$ cat config.mk
export PLATFORM = sky130hd
export DESIGN_NAME = hw_enc_host_flat
export DESIGN_NICKNAME = d
export VERILOG_FILES = /design/src/rtl/hw_enc_host_if.sv /design/src/rtl/hw_enc_host.sv /design/src/flat_wrapper.sv
export SDC_FILE = /design/constraint.sdc
export NUM_CORES = 1
export LEC_CHECK = 0
export ABC_AREA = 1
export ABC_CLOCK_PERIOD_IN_PS = 33600
export BUFFER_PORTS_ARGS = -buffer_cell sky130_fd_sc_hd__buf_2
export CORE_MARGIN = 2
export CORE_UTILIZATION = 40
export DETAILED_ROUTE_END_ITERATION = 8
export PLACE_DENSITY = 0.69
export SYNTH_ARGS = -nofsm -noshare
export SYNTH_HDL_FRONTEND = slang
export SYNTH_SLANG_ARGS = --single-unit
$ cat constraint.sdc
create_clock -name clk -period 33.6 [get_ports clk]
set_input_delay 6.72 -clock clk [delete_from_list [all_inputs] [get_ports clk]]
set_output_delay 6.72 -clock clk [all_outputs]
set_load 0.03 [all_outputs]
$ cat src/rtl/hw_enc_host_if.sv
// Avalon-MM link between the hw_enc_host master and the hw_imp slave.
// The master drives address/write/writedata/read; the slave answers with
// readdata/waitrequest.
interface hw_enc_host_if #(
  parameter int DATA_W = 32
);
  logic              address;
  logic              write;
  logic [DATA_W-1:0] writedata;
  logic              read;
  logic [DATA_W-1:0] readdata;
  logic              waitrequest;

  modport master (
    output address, write, writedata, read,
    input  readdata, waitrequest
  );

  modport slave (
    input  address, write, writedata, read,
    output readdata, waitrequest
  );
endinterface

$ cat src/rtl/hw_enc_host.sv
// Avalon-MM master feeding the hw_imp encryption slave.
// One operation: eight data/key writes to the data port, status polling until
// bit 0 is set, then four result reads. Bus strobes are decoded from the state
// so they drop the moment reset is asserted.
module hw_enc_host #(
  parameter int DATA_W        = 32,
  parameter int NUM_IN_WORDS  = 8,
  parameter int NUM_OUT_WORDS = 4,
  parameter int POLL_LIMIT    = 1024
) (
  input  logic                            clk,
  input  logic                            reset,
  input  logic                            start,
  input  logic [NUM_IN_WORDS/2*DATA_W-1:0] data_in,
  input  logic [NUM_IN_WORDS/2*DATA_W-1:0] key_in,
  output logic                            busy,
  output logic                            done,
  output logic                            err,
  output logic [NUM_OUT_WORDS*DATA_W-1:0] result,
  hw_enc_host_if.master                   bus
);

  localparam int HALF_W = NUM_IN_WORDS / 2 * DATA_W;
  localparam int IDX_W  = $clog2(NUM_IN_WORDS + 1);
  localparam int POLL_W = $clog2(POLL_LIMIT + 1);
  localparam int WSEL_W = $clog2(NUM_IN_WORDS);
  localparam int RSEL_W = $clog2(NUM_OUT_WORDS);

  typedef enum logic [2:0] {
    IDLE,
    WRITE,
    POLL,
    READ,
    DONE,
    ERR
  } state_t;

  state_t              state, state_next;
  logic [IDX_W-1:0]    idx, idx_next;
  logic [POLL_W-1:0]   poll_cnt, poll_cnt_next;
  logic [2*HALF_W-1:0] shadow;
  logic                load_shadow;
  logic                capture;
  logic [DATA_W-1:0]   in_words [NUM_IN_WORDS];

  // Shadow holds data words in the low half and key words in the high half,
  // so write beat n simply sends shadow word n.
  genvar gi;
  generate
    for (gi = 0; gi < NUM_IN_WORDS; gi++) begin : g_unpack
      assign in_words[gi] = shadow[gi*DATA_W +: DATA_W];
    end
  endgenerate

  // State, beat index, poll counter, shadow block and result registers.
  always_ff @(posedge clk or posedge reset) begin
    if (reset) begin
      state    <= IDLE;
      idx      <= '0;
      poll_cnt <= '0;
      shadow   <= '0;
      result   <= '0;
    end else begin
      state    <= state_next;
      idx      <= idx_next;
      poll_cnt <= poll_cnt_next;
      if (load_shadow) begin
        shadow <= {key_in, data_in};
      end
      if (capture) begin
        result[idx[RSEL_W-1:0]*DATA_W +: DATA_W] <= bus.readdata;
      end
    end
  end

  // Next-state logic and bus/status decode; a beat advances only when the
  // slave is not stalling, so all strobes and writedata hold during waitrequest.
  always_comb begin
    state_next    = state;
    idx_next      = idx;
    poll_cnt_next = poll_cnt;
    load_shadow   = 1'b0;
    capture       = 1'b0;
    busy          = 1'b0;
    done          = 1'b0;
    err           = 1'b0;
    bus.address   = 1'b0;
    bus.write     = 1'b0;
    bus.writedata = '0;
    bus.read      = 1'b0;
    case (state)
      IDLE: begin
        if (start) begin
          state_next  = WRITE;
          idx_next    = '0;
          load_shadow = 1'b1;
        end
      end
      WRITE: begin
        busy          = 1'b1;
        bus.address   = 1'b1;
        bus.write     = 1'b1;
        bus.writedata = in_words[idx[WSEL_W-1:0]];
        if (!bus.waitrequest) begin
          if (idx == IDX_W'(NUM_IN_WORDS - 1)) begin
            state_next    = POLL;
            idx_next      = '0;
            poll_cnt_next = '0;
          end else begin
            idx_next = idx + 1'b1;
          end
        end
      end
      POLL: begin
        busy     = 1'b1;
        bus.read = 1'b1;
        if (!bus.waitrequest) begin
          if (bus.readdata[0]) begin
            state_next = READ;
            idx_next   = '0;
          end else begin
            poll_cnt_next = poll_cnt + 1'b1;
            if (poll_cnt == POLL_W'(POLL_LIMIT - 1)) begin
              state_next = ERR;
            end
          end
        end
      end
      READ: begin
        busy        = 1'b1;
        bus.address = 1'b1;
        bus.read    = 1'b1;
        if (!bus.waitrequest) begin
          capture = 1'b1;
          if (idx == IDX_W'(NUM_OUT_WORDS - 1)) begin
            state_next = DONE;
          end else begin
            idx_next = idx + 1'b1;
          end
        end
      end
      DONE: begin
        done       = 1'b1;
        state_next = IDLE;
      end
      ERR: begin
        err        = 1'b1;
        state_next = IDLE;
      end
      default: begin
        state_next = IDLE;
      end
    endcase
  end

endmodule

$ cat src/flat_wrapper.sv
// flat-port wrapper written by rule: the top's interface ports become plain ports
module hw_enc_host_flat 
#(
  parameter int DATA_W        = 32,
  parameter int NUM_IN_WORDS  = 8,
  parameter int NUM_OUT_WORDS = 4,
  parameter int POLL_LIMIT    = 1024
)
  (clk, reset, start, data_in, key_in, busy, done, err, result, bus_address, bus_write, bus_writedata, bus_read, bus_readdata, bus_waitrequest);
  hw_enc_host_if #(.DATA_W(DATA_W)) bus_i ();
  input  logic clk;
  input  logic reset;
  input  logic start;
  input  logic [NUM_IN_WORDS/2*DATA_W-1:0] data_in;
  input  logic [NUM_IN_WORDS/2*DATA_W-1:0] key_in;
  output logic busy;
  output logic done;
  output logic err;
  output logic [NUM_OUT_WORDS*DATA_W-1:0] result;
  output wire logic [$bits(bus_i.address)-1:0] bus_address;
  output wire logic [$bits(bus_i.write)-1:0] bus_write;
  output wire logic [$bits(bus_i.writedata)-1:0] bus_writedata;
  output wire logic [$bits(bus_i.read)-1:0] bus_read;
  input wire logic [$bits(bus_i.readdata)-1:0] bus_readdata;
  input wire logic [$bits(bus_i.waitrequest)-1:0] bus_waitrequest;
  assign bus_address = bus_i.address;
  assign bus_write = bus_i.write;
  assign bus_writedata = bus_i.writedata;
  assign bus_read = bus_i.read;
  assign bus_i.readdata = bus_readdata;
  assign bus_i.waitrequest = bus_waitrequest;
  hw_enc_host #(.DATA_W(DATA_W), .NUM_IN_WORDS(NUM_IN_WORDS), .NUM_OUT_WORDS(NUM_OUT_WORDS), .POLL_LIMIT(POLL_LIMIT)) u_core (.clk(clk), .reset(reset), .start(start), .data_in(data_in), .key_in(key_in), .busy(busy), .done(done), .err(err), .result(result), .bus(bus_i));
endmodule
Word-level counts from Yosys, hierarchy flattened
Cells that the tools add are included.
- output and inout port bits: 166
- input port bits: 292
- register bits after elaboration: 402
- add/sub/neg operators: 3
- eq/ne operators: 18
- muxes and demuxes: 37
- reduce and logical (&&, ||, !) cells: 9
- $lt $le $gt $ge: 1
- shifts and indexed selects: 2
- bitwise operators: 1
- operator list (cell ; number):
    bitwise mux 128 bit ; 1
    variable shift 32 x 34 -> 128 bit (first input constant) ; 1
    variable part select 32 x 34 -> 128 bit ; 1
    binary-select mux 32 bit (select 3 bit) ; 1
    2-to-1 mux 32 bit ; 3
    2-to-1 mux 11 bit ; 4
    negation 7 -> 34 bit ; 1
    2-to-1 mux 4 bit ; 7
    2-to-1 mux 3 bit ; 8
    one-hot mux 11 bit (2 select lines) ; 1
    one-hot mux 4 bit (4 select lines) ; 1
    != test 2 bit (second input constant) ; 7
    AND reduction 7 bit ; 2
    one-hot mux 3 bit (4 select lines) ; 1
    adder 11 x 1 -> 11 bit (second input constant) ; 1
    == test 11 x 10 -> 1 bit (second input constant) ; 1
    2-to-1 mux 1 bit ; 10
    == test 3 x 2 -> 1 bit (second input constant) ; 2
    == test 3 bit (second input constant) ; 2
    AND reduction 5 bit ; 1
    adder 4 x 1 -> 4 bit (second input constant) ; 1
    == test 4 x 2 -> 1 bit (second input constant) ; 1
    == test 4 x 3 -> 1 bit (second input constant) ; 1
    greater-or-equal comparator 4 bit (second input constant) ; 1
    9 further kinds ; 11

Longest topological paths before layout
- word-level depth: 5
- mapped depth: 11
- mapped depth without buffers: 9

Worst setup path before layout
Ideal clock, no wire load.
- kind: register to output
- from: reg u_core.state[1]
- to: out bus_writedata[22]
- path slack: 25.018 ns
- data arrival time: 1.862 ns
- stages on the path, launching flop included: 7
- cells stage by stage: dfrtp_1 -> inv_2 -> nand2_2 -> nor2_2 -> clkbuf_1 -> nand2_1 -> nor2_1
- word-level cells in the longest chain between the ends: 2
- ends and longest elaborated chain (item ; RTL line ; source):
    start, declared ; hw_enc_host.sv:38 ; state_t state, state_next;
    start signal, assigned ; hw_enc_host.sv:64 ; state <= state_next;
    == test 3 x 1 -> 1 bit ; hw_enc_host.sv:91 ; case (state)
    2-to-1 mux 32 bit ; hw_enc_host.sv:91 ;
    end, declared ; flat_wrapper.sv:22 ; output wire logic [$bits(bus_i.writedata)-1:0] bus_writedata;
Every way passes these cells.

Final worst setup path
- from: reg u_core.idx[0]
- to: out bus_writedata[1]
- word-level cells in the longest chain between the ends: 5
- ends and longest elaborated chain (item ; RTL line ; source):
    start, declared ; hw_enc_host.sv:39 ; logic [IDX_W-1:0] idx, idx_next;
    start signal, assigned ; hw_enc_host.sv:65 ; idx <= idx_next;
    NOT 3 -> 4 bit (not written as such) ; hw_enc_host.sv:103 ; bus.writedata = in_words[idx[WSEL_W-1:0]];
    binary-select mux 32 bit (select 3 bit) ; hw_enc_host.sv:103 ;
    2-to-1 mux 32 bit (not written as such) (2 in series) ; hw_enc_host.sv:103 ;
    2-to-1 mux 32 bit ; hw_enc_host.sv:91 ;
Every way passes these cells. The select of a mux whose other input is x is not followed.

==> out/qor.txt <==
worst hold-check path type -> flip-flop to flip-flop
most instantiated library cell after synthesis -> dfrtp_1
Yosys top cell by area -> dfrtp_1
# setup viols final -> 0
port bufs -> 457
DR WL/cell -> 21.2 um
core outline area -> 47400 um^2
crit-path leading delay family -> buffers and inverters
Period minus WS final -> 10.28 ns
Synth Area per Inst -> 9.79 um^2
post-DP HPWL -> 43.8 mm
IO Pins -> 458
synthesized instance count -> 1949
largest net degree at the start of global routing -> 181
Logic pwr share -> 0.411
GPL Wtd Cong -> 0.909
Crit. End Element -> primary output
Fmax -> 0.0973 GHz
final net count -> 2628
initial antenna violation count -> 34
Die X -> 222 um
Pwr per Cell Area -> 95.2 nW/um^2
P_int -> 0.00131 W
Worst VDD drop -> 0.0574 mV
Max-slew headroom -> 0.252
TritonCTS Buffers -> 45
register area share after synthesis -> 0.527
number of max-cap violations -> 0
row cnt -> 80
Clock Root Buffer -> clkbuf_16
Synth top area share -> 0.527
Least-Margin Pin Slew -> 1.12 ns
slowest cell delay on critical path -> 0.70 ns
critical path, cell by cell -> buf_4 -> o21ai_0 -> o211ai_1 -> nand2_1 -> nor2_1 -> buf_2
Vias/cell -> 5.38
Top FF cell, synth -> dfrtp_1
1st-iter DRT viols -> 1357
final max-slew violation count -> 0
clk_lat worst skew -> 0.58 ns
slowest cell on the critical path -> buf_4
Sequential Power Share -> 0.356
Worst Skew -> 0.0258 ns
1st-pass router iterations -> 5
Static Leak -> 12.1 nW
Clock transition at path regs -> 0.06 ns
EDFF count, synth -> 0
Mapped Area -> 19100 um^2
Sum Neg Setup Slack -> 0 ns
#FFs+latches synth -> 402
Crit Path Category -> flip-flop to primary output
post-synth cell types -> 34
RSZ-0062 raised after global routing -> no
CTS-repair resized insts -> 0
Initial Util -> 0.402
CP required -> 26.88 ns
Clk pwr share -> 0.233
total wire length -> 63.5 mm
WHS -> 0.485 ns
Net Sw Frac -> 0.403
postcts setup bufs -> 0
Final Cycle Share -> 0.306
antenna viol nets, final -> 0
Bufs on Longest Clock Path -> 3
leading post-synthesis cells by cell area -> dfrtp_1, mux2_4, o21ai_0, nand2_1, mux2_2
Die ar. -> 49500 um^2
Worst setup SP type -> flip-flop
# clock sinks -> 402
Bufs and invs on worst path -> 2
final hold violations -> 0
grt total ovfl -> 0
share of flip-flops with an asynchronous set or reset -> 1.00
H-tree levels -> 2
GRT Overall Usage -> 0.252
synth warn -> 0
vias in the first global route -> 16100
syn_nets -> 2248
synth cell count leaders -> dfrtp_1, nand2_1, o21ai_0
Net Sw Power -> 0.000885 W
die extent in y -> 222 um
Area Growth Syn to Fin -> 20.8%
fillers -> 4419
DRC -> 0
first-pass GRT wire length -> 95.9 mm
CTS tree -> built
via count -> 16100
worst-path fanout max -> 64
layout cell share with drive strength beyond 1 -> 0.325
crit path DAT -> 3.56 ns
outcome -> complete, no violations
hold_buf cts -> 0
-- area by class of cell --
type,count,area (um^2),area share
diodes,22,55.1,0.00239
clock inverters,17,220,0.00955
multi-input cells,1302,7780,0.338
flip-flops and latches,402,10100,0.437
repair buffers,479,2460,0.107
well taps,615,769,0.0334
clock buffers,62,1300,0.0565
inverters,99,388,0.0168
-- layout by cell type (no fill, tap or decap), drive strengths merged, types with 57 or more instances in the layout --
cell type  netlist  routed
buf             86     479
dfrtp          402     402
o21ai          295     295
nand2          263     263
nor2           210     210
mux2           187     187
a21oi          136     136
nand3          124     124
inv             97      99
clkbuf          60      62
nand4           57      57
-- worst reg2reg max path, stage by stage (launching register included) --
cell and delay, ns:
dfrtp_4 0.66, buf_4 0.43, inv_2 0.13, buf_4 0.57, ha_1 0.49, buf_4 0.27, inv_1 0.16, buf_4 0.41
nand2_1 0.12, nor2_2 0.35, buf_4 0.38, nand3_1 0.16, nand2_1 0.12
-- flip-flops by register name, summed over array words and instances, names as in the netlist --
name,count
u_core.result,128
u_core.state,3
u_core.shadow,256
u_core.idx,4
u_core.poll_cnt,11
-- per-layer routing --
layer,track usage,vias to the layer above,wire length [um]
met4,0.123,22,3130
met2,0.434,762,31400
met5,0,-,126
li1,-,7377,-
met1,0.293,7820,23600
met3,0.0655,156,5320
-- worst paths after layout --
| path | startpoint | to | slack [ns] | depth (start not counted) |
|---|---|---|---|---|
| hold / removal | u_core.result[94]$_DFFE_PP0P_ | u_core.result[94]$_DFFE_PP0P_ | 0.48 | 2 |
| hold reg to reg | u_core.result[94]$_DFFE_PP0P_ | u_core.result[94]$_DFFE_PP0P_ | 0.48 | 2 |
| min in group asynchronous | reset | u_core.poll_cnt[9]$_DFFE_PP0P_ | 6.37 | 2 |
| max in group asynchronous | reset | u_core.shadow[137]$_DFFE_PP0P_ | 25.63 | 3 |
| setup / recovery | u_core.idx[0]$_DFFE_PP0P_ | bus_writedata[1] | 23.32 | 6 |
| setup reg to reg | u_core.idx[1]$_DFFE_PP0P_ | u_core.result[2]$_DFFE_PP0P_ | 29.28 | 12 |
-- cells by family (layout without fill, tap and decap cells) --
kind of cell    after synthesis  count (layout)  share of synthesized area
other cells                   0              22                          0
mux                         187             187                      0.131
simple gates                659             659                      0.150
fa+ha+maj                     7               7                    0.00459
buf+inv                     245             657                     0.0662
compound gates              445             445                      0.119
xor+xnor                      4               4                    0.00184
flops                       402             402                      0.527
-- power groups by stage --
stage,combinational [W],sequential [W],clock [W]
after floorplan,0.000650,0.000767,0
after global placement,0.000885,0.000781,0
after detailed placement,0.000899,0.000787,0
after CTS,0.000904,0.000780,0.000522
after global routing,0.000975,0.000799,0.000540
final,0.000901,0.000782,0.000512
-- metrics by stage --
stage	power [W]	instance area (um^2)	instances	setup WS, ns	util
3_3_place_gp	0.00167	21500	2897	23.96	0.453
3_5_place_dp	0.00169	21500	2897	23.94	0.453
2_1_floorplan	0.00142	19100	1949	15.70	-
6_report	0.00219	23100	2998	23.32	0.486
4_1_cts	0.00221	23000	2976	23.32	0.485
5_1_grt	0.00231	23000	2990	23.12	0.485
Power figures use the tool's default switching activity.
